**src/rtl/fifo_pkg.sv**
```systemverilog
// Shared definitions for the fifo family and its credit-based link helpers.
package fifo_pkg;

    // Credit counters hold 0..depth inclusive, so they need one extra code point.
    function automatic int unsigned credit_cnt_width(input int unsigned depth);
        return $clog2(depth + 1);
    endfunction

endpackage

```
**src/rtl/fifo_credit_cnt.sv**
```systemverilog
// Saturating up/down counter with synchronous load; flags increments attempted at MAX.
module fifo_credit_cnt
    import fifo_pkg::*;
#(
    parameter int unsigned MAX   = 8,
    parameter int unsigned WIDTH = credit_cnt_width(MAX)
) (
    input  logic             clk_i,
    input  logic             rst_ni,
    input  logic             inc_i,
    input  logic             dec_i,
    input  logic             load_i,
    input  logic [WIDTH-1:0] init_i,
    output logic [WIDTH-1:0] count_o,
    output logic             ovf_o
);

    localparam logic [WIDTH-1:0] MAX_C = WIDTH'(MAX);
    localparam logic [WIDTH-1:0] ONE_C = WIDTH'(1);

    logic [WIDTH-1:0] count_q;

    // Load wins over inc/dec, so an overflowing increment during load is not an error.
    assign ovf_o   = inc_i && !dec_i && !load_i && (count_q == MAX_C);
    assign count_o = count_q;

    always_ff @(posedge clk_i or negedge rst_ni) begin
        if (!rst_ni) begin
            count_q <= MAX_C;
        end else if (load_i) begin
            count_q <= init_i;
        end else if (inc_i && !dec_i && (count_q != MAX_C)) begin
            count_q <= count_q + ONE_C;
        end else if (dec_i && !inc_i && (count_q != '0)) begin
            count_q <= count_q - ONE_C;
        end
    end

endmodule

```
**src/rtl/fifo_credit_tx.sv**
```systemverilog
// Transmit end of a credit link: pushes into a remote FIFO only while holding a credit.
module fifo_credit_tx
    import fifo_pkg::*;
#(
    parameter int unsigned DATA_WIDTH    = 32,
    parameter int unsigned DEPTH         = 8,
    parameter int unsigned LOW_CREDIT_TH = 1,
    parameter type         dtype         = logic [DATA_WIDTH-1:0],
    parameter int unsigned CNT_WIDTH     = credit_cnt_width(DEPTH)
) (
    input  logic                 clk_i,
    input  logic                 rst_ni,
    input  logic                 flush_i,
    input  logic                 valid_i,
    output logic                 ready_o,
    input  dtype                 data_i,
    output logic                 push_o,
    output dtype                 data_o,
    input  logic                 credit_i,
    output logic [CNT_WIDTH-1:0] credits_o,
    output logic                 no_credit_o,
    output logic                 low_credit_o,
    output logic                 err_o
);

    localparam logic [CNT_WIDTH-1:0] DEPTH_C = CNT_WIDTH'(DEPTH);

    if (DEPTH == 0) begin : g_bad_depth
        $error("fifo_credit_tx: DEPTH must be >= 1");
    end

    logic [CNT_WIDTH-1:0] credits;
    logic                 accept;
    logic                 ovf;
    logic                 push_q;
    dtype                 data_q;
    logic                 err_q;

    // Ready never looks at valid_i, keeping the upstream handshake loop-free.
    assign ready_o = (credits != '0) && !flush_i;
    assign accept  = valid_i && ready_o;

    fifo_credit_cnt #(
        .MAX   (DEPTH),
        .WIDTH (CNT_WIDTH)
    ) u_credit_cnt (
        .clk_i   (clk_i),
        .rst_ni  (rst_ni),
        .inc_i   (credit_i),
        .dec_i   (accept),
        .load_i  (flush_i),
        .init_i  (DEPTH_C),
        .count_o (credits),
        .ovf_o   (ovf)
    );

    always_ff @(posedge clk_i or negedge rst_ni) begin
        if (!rst_ni) begin
            push_q <= 1'b0;
            data_q <= '0;
            err_q  <= 1'b0;
        end else begin
            push_q <= accept;
            if (accept) begin
                data_q <= data_i;
            end
            if (ovf) begin
                err_q <= 1'b1;
            end
        end
    end

    assign push_o       = push_q;
    assign data_o       = data_q;
    assign err_o        = err_q;
    assign credits_o    = credits;
    assign no_credit_o  = (credits == '0);
    assign low_credit_o = (32'(credits) <= LOW_CREDIT_TH);

`ifndef SYNTHESIS
    a_credits_bounded : assert property (
        @(posedge clk_i) disable iff (!rst_ni) credits <= DEPTH_C
    ) else $error("fifo_credit_tx: credit count exceeds DEPTH");

    a_no_push_without_credit : assert property (
        @(posedge clk_i) disable iff (!rst_ni) (credits == '0) |=> !push_o
    ) else $error("fifo_credit_tx: push issued without a credit");

    a_upstream_stable : assert property (
        @(posedge clk_i) disable iff (!rst_ni)
        (valid_i && !ready_o) |=> (valid_i && $stable(data_i))
    ) else $warning("fifo_credit_tx: upstream dropped or changed a stalled beat");
`endif

endmodule

```
**config.mk**
```make
export PLATFORM = sky130hd
export DESIGN_NAME = fifo_credit_tx
export DESIGN_NICKNAME = d
export VERILOG_FILES = /design/src/rtl/fifo_pkg.sv /design/src/rtl/fifo_credit_cnt.sv /design/src/rtl/fifo_credit_tx.sv
export SDC_FILE = /design/constraint.sdc
export NUM_CORES = 1
export LEC_CHECK = 0
export CORE_MARGIN = 10
export CORE_UTILIZATION = 35
export DETAILED_ROUTE_END_ITERATION = 10
export MAX_ROUTING_LAYER = met4
export PLACE_DENSITY = 0.7
export SYNTH_ARGS = -nofsm -noshare
export SYNTH_HDL_FRONTEND = slang
export SYNTH_SLANG_ARGS = --single-unit
```
**constraint.sdc**
```tcl
create_clock -name clk_i -period 3.2 [get_ports clk_i]
set_input_delay 0.64 -clock clk_i [delete_from_list [all_inputs] [get_ports clk_i]]
set_output_delay 0.64 -clock clk_i [all_outputs]
set_load 0.005 [all_outputs]
```
## Word level (Yosys, flattened, before mapping)

Index checks and enable logic that the tools add are counted.

- Bits of input ports: 37
- Output and inout port bits: 41
- Bits in registers: 38

- Add/subtract/negate cells: 2
- Reductions and logical operators: 14
- Equal/unequal tests: 2
- Magnitude comparators: 1
- Multiplexer cells: 3

Operators by type and width:

| operator | number |
|---|---|
| $mux 4 | 3 |
| $logic_and 1x1->1 | 8 |
| $add 4x1->4 const B | 1 |
| $eq 4x4->1 const B | 1 |
| $le 4x1->1 const B | 1 |
| $logic_not 4->1 | 1 |
| $ne 4x4->1 const B | 1 |
| $reduce_bool 4->1 | 1 |
| $sub 4x1->4 const B | 1 |
| $logic_not 1->1 | 3 |
| $reduce_bool 3->1 | 1 |

## Logic depth before layout (Yosys ltp)

- Depth in word-level cells: 8
- Depth in mapped cells: 7

## Modules after synthesis

Synthesis repeated with hierarchy kept, for this count alone.

- Cell total of the unflattened synthesis: 110
- Area, all modules: 1,747.9 µm²

Modules (own cells, without submodules):

| module | cells each | sequential area each (µm²) | instances | area each (µm²) |
|---|---|---|---|---|
| fifo_credit_tx | 76 | 850.8 | 1 | 1,416.4 |
| fifo_credit_cnt | 34 | 101.3 | 1 | 331.6 |

## Worst setup path after synthesis

Ideal clock, no wire load.

- Path type: reg-to-reg
- From: register u_credit_cnt.count_q[0] (netlist: u_credit_cnt.count_o[0])
- To: register u_credit_cnt.count_q[2] (netlist: u_credit_cnt.count_o[2])
- Clock period less this slack: 1.896 ns
- Buffers on the path: 0
- Setup time: 0.073 ns
- Slack: 1.304 ns
- Data required time: 3.127 ns
- Arrival time: 1.823 ns
- Stages on the path, launching flop included: 8
- Cells stage by stage: dfrtp_1 > inv_1 > ha_1 > nor2b_2 > o311ai_4 > mux2_4 > a21bo_1 > a21oi_2

- Longest elaborated chain between the ends: 8
- Elaborated cells on any way between the ends: 15
- Those cells by class: add/sub (2); eq/ne (1); mux (3); reduce/logical (9)

Ends and longest elaborated chain:

| element | line | RTL |
|---|---|---|
| from (decl) | fifo_credit_cnt.sv:21 | `logic [WIDTH-1:0] count_q;` |
| from (signal assigned) | fifo_credit_cnt.sv:31 | `count_q <= init_i;` |
| from (signal assigned) | fifo_credit_cnt.sv:33 | `count_q <= count_q + ONE_C;` |
| from (signal assigned) | fifo_credit_cnt.sv:35 | `count_q <= count_q - ONE_C;` |
| parallel branches: the longest is 8 deep, another holds $sub 4x1->4 | n/a |  |

Parallel ways; which one is timed is not known. The select of a mux whose other input is x is not followed.
A chain may end at the register's enable or synchronous reset.

## Worst setup path after layout

- From: input flush_i
- To: output ready_o

- Longest elaborated chain between the ends: 2

Ends and longest elaborated chain:

| element | line | RTL |
|---|---|---|
| from (decl) | fifo_credit_tx.sv:13 | `input logic flush_i,` |
| $logic_not 1->1 | fifo_credit_tx.sv:40 | `assign ready_o = (credits != '0) && !flush_i;` |
| $logic_and 1x1->1 | fifo_credit_tx.sv:40 |  |
| to (decl) | fifo_credit_tx.sv:15 | `output logic ready_o,` |

No other way between the ends.

==> results.sh <==
export IMPL_cts_hold_buf=0
export IMPL_dieArea_sq_um=7931
export IMPL_max_slew_margin_rel=0.4286
export IMPL_place_hpwl_um=3336
export IMPL_synth_compound_area_share=0.05397
export IMPL_clk_pin_slew_ns=0.08
export IMPL_fin_util=0.5487
export IMPL_holdWs_ns=0.4611
export IMPL_drt_iter0_markers=43
export IMPL_start_kind="input pin"
export IMPL_synthXorXnorAreaFrac=0.01574
export IMPL_first_pass_iters=2
export IMPL_synth_edf_count=0
export IMPL_worst_ir_drop_vdd_mv=0.3034
export IMPL_fin_crit_ns=2.586
export IMPL_yosys_area_share_simple=0.06297
export IMPL_status="completed"
export IMPL_cp_num_buf_inv=2
export IMPL_io_pins=78
export IMPL_drc=0
export IMPL_syn_nets=151
export IMPL_path_cells="clkdlybuf4s50_1, nor2_1, clkdlybuf4s50_1"
export IMPL_gp_congestion=0.7648
export IMPL_fin_tns_setup_ns=0
export IMPL_final_max_slew_viol_count=0
export IMPL_power_frac_clock=0.166
export IMPL_postCtsSetupBuffers=0
export IMPL_critPathSlowestCell="clkdlybuf4s50_1"
export IMPL_die_h_um=89.06
export IMPL_rsz0062_at_grt="false"
export IMPL_htreeDepth=2
export IMPL_avgSynthCellArea_sq_um=15.17
export IMPL_wire_per_inst_um=17.29
export IMPL_drive_gt1_frac=0.2656
export IMPL_cts_inserted_buffers=5
export IMPL_setup_viol=0
export IMPL_hold_viol=0
export IMPL_routed_via_density=4.760
export IMPL_synthToLayoutAreaGrowth_pct=53.22
export IMPL_grt_pass1_vias=1360
export IMPL_p_switching_mw=0.5469
export IMPL_netlist_area_leader_share=0.5547
export IMPL_final_cells=246
export IMPL_initial_core_util=0.3581
export IMPL_routed_wl_um=4254
export IMPL_synth_adder_area_share=0.02999
export IMPL_synth_cell_area_sq_um=1669
export IMPL_ys_ff_latch=38
export IMPL_powerDensity_nw_per_um2=719.5
export IMPL_fin_crit_sh=0.8081
export IMPL_cp_max_fo=8
export IMPL_yosysTopAreaCell="dfrtp_1"
export IMPL_synthDistinctLibCells=30
export IMPL_cts_sinks=38
export IMPL_crit_family="buffers and inverters"
export IMPL_rows=25
export IMPL_worst_pin_slew_ns=0.8570
export IMPL_vias=1171
export IMPL_intPower_mw=1.293
export IMPL_synth_most_common_cell="dfrtp_1"
export IMPL_overflow=0
export IMPL_antenna_found_initial=0
export IMPL_end_kind="output port"
export IMPL_p_leak_nw=1.046
export IMPL_critPathKind="input pin to output port"
export IMPL_synth_top_family_by_area="multiplexers"
export IMPL_grt_first_pass_wirelength_um=6727
export IMPL_final_cell_area_sq_um=2557
export IMPL_port_buffers=77
export IMPL_place_area_sq_um=2479
export IMPL_slowest_delay_ns=0.62
export IMPL_switching_share=0.2972
export IMPL_synth_async_reset_ratio=1.000
export IMPL_skew_ns=0.008652
export IMPL_fp_dieW_um=89.06
export IMPL_synthTopCellsByCount="dfrtp_1, mux2_2, nor2_1, ha_1"
export IMPL_cts_root_buffer="clkbuf_8"
export IMPL_cp_startpoint="flush_i"
export IMPL_hold_class="input pin to asynchronous set/reset pin"
export IMPL_comb_power_share=0.434
export IMPL_detail_route_antenna_nets=0
export IMPL_grt_use_total=0.1141
export IMPL_dp_cells=239
export IMPL_crit_required_ns=2.56
export IMPL_cts_resized=0
export IMPL_synth_area_leaders="dfrtp_1, mux2_2, ha_1"
export IMPL_synth_cells=110
export IMPL_cts_tree="done"
export IMPL_crit_path_frequent_cell="clkdlybuf4s50_1"
export IMPL_synth_area_mux_share=0.2369
export IMPL_ys_warn_count=0
export IMPL_diodes=0
export IMPL_fillCellCount=404
export IMPL_cp_data_arrival_time_ns=1.95
export IMPL_num_nets_final=233
export IMPL_power_frac_seq=0.400
export IMPL_worstReg2RegStart="u_credit_cnt.count_o[0]"
export IMPL_cap_violations=0
export IMPL_ys_flop_type="dfrtp_1"
export IMPL_clk_path_buf_depth=2
export IMPL_clkLatencyLatePin_ns=0.28
export IMPL_grt_max_degree=39
export IMPL_fmax_ghz=0.3867
export IMPL_yosysSeqAreaShare=0.5705
export IMPL_coreArea_sq_um=4661
[path summary, 6_finish.rpt]
kind	end	slack, ns	cells after the start
setup / recovery	ready_o	0.61	3
setup reg to reg	u_credit_cnt.count_o[2]	1.15	7
hold / removal	data_o[6]	0.46	1
hold reg to reg	err_o	0.47	1
max in group asynchronous	data_o[26]	2.19	1
min in group clk_i	err_o	0.47	1
[cell type report]
cell class                      count  area, sq um  area share
Clock buffer                        5        68.82     0.02691
Clock inverter                      2        10.01    0.003914
Inverter                            3        11.26    0.004403
Multi-Input combinational cell     65        666.9      0.2608
Sequential cell                    38        952.2      0.3723
Tap cell                           54        67.56     0.02642
Timing Repair Buffer               79        780.7      0.3053
[flip-flops by register name, summed over array words and instances, names as in the netlist]
signal	count
err_o	1
data_o	32
push_o	1
u_credit_cnt.count_o	4
[worst register-to-register path: cells and delay by family (launching register included)]
family / cells / cell delay [ns]
compound gates: 3 / 0.63
mux: 1 / 0.34
flops: 1 / 0.46
buf+inv: 1 / 0.09
simple gates: 1 / 0.21
fa+ha+maj: 1 / 0.24
[routing by layer]
metal	up-vias	share of wire	GRT usage
met1	571	0.42	0.1321
met4	0	0.0049	0.03468
met2	52	0.47	0.1682
met5	-	0	-
met3	2	0.11	0.06016
li1	546	-	-
[layout by cell type, fill, tap and decap left out, drive strengths merged]
master         netlist  layout
mux2i                2       2
a211oi               2       2
or3                  1       1
nand3b               2       2
buf                  4       3
clkinv               0       2
nor3                 2       2
a21bo                1       1
dfrtp               37      37
mux2                33      33
o311ai               1       1
nand2b               1       1
ha                   4       4
and3                 1       1
inv                  3       3
a31oi                1       1
a21oi                1       1
nand3                1       1
nor2b                2       2
clkbuf               0       5
clkdlybuf4s50        0      76
dfstp                1       1
xnor2                2       2
xor2                 1       1
nor2                 6       6
a41o                 1       1
[power groups by stage]
stage	clock, mW	combinational, mW	sequential (mW)
CTS	0.320	0.819	0.736
global route	0.347	0.873	0.761
floorplan	0	0.363	0.740
detailed placement	0	0.815	0.743
finish	0.306	0.799	0.735
global placement	0	0.798	0.734
[logic make-up (layout without fill, tap and decap cells)]
logic type | Yosys count | after routing
flops | 38 | 38
simple gates | 16 | 16
mux | 35 | 35
xor+xnor | 3 | 3
compound gates | 7 | 7
buf+inv | 7 | 89
fa+ha+maj | 4 | 4
[metrics by stage]
step                total power, mW  setup WS (ns)
floorplan                     1.104          1.304
global placement              1.532         0.6068
CTS                           1.876         0.6007
global route                  1.981         0.5001
detailed placement            1.558         0.6037
finish                        1.840         0.6140
Note: power is estimated with default switching activity, not from simulation.
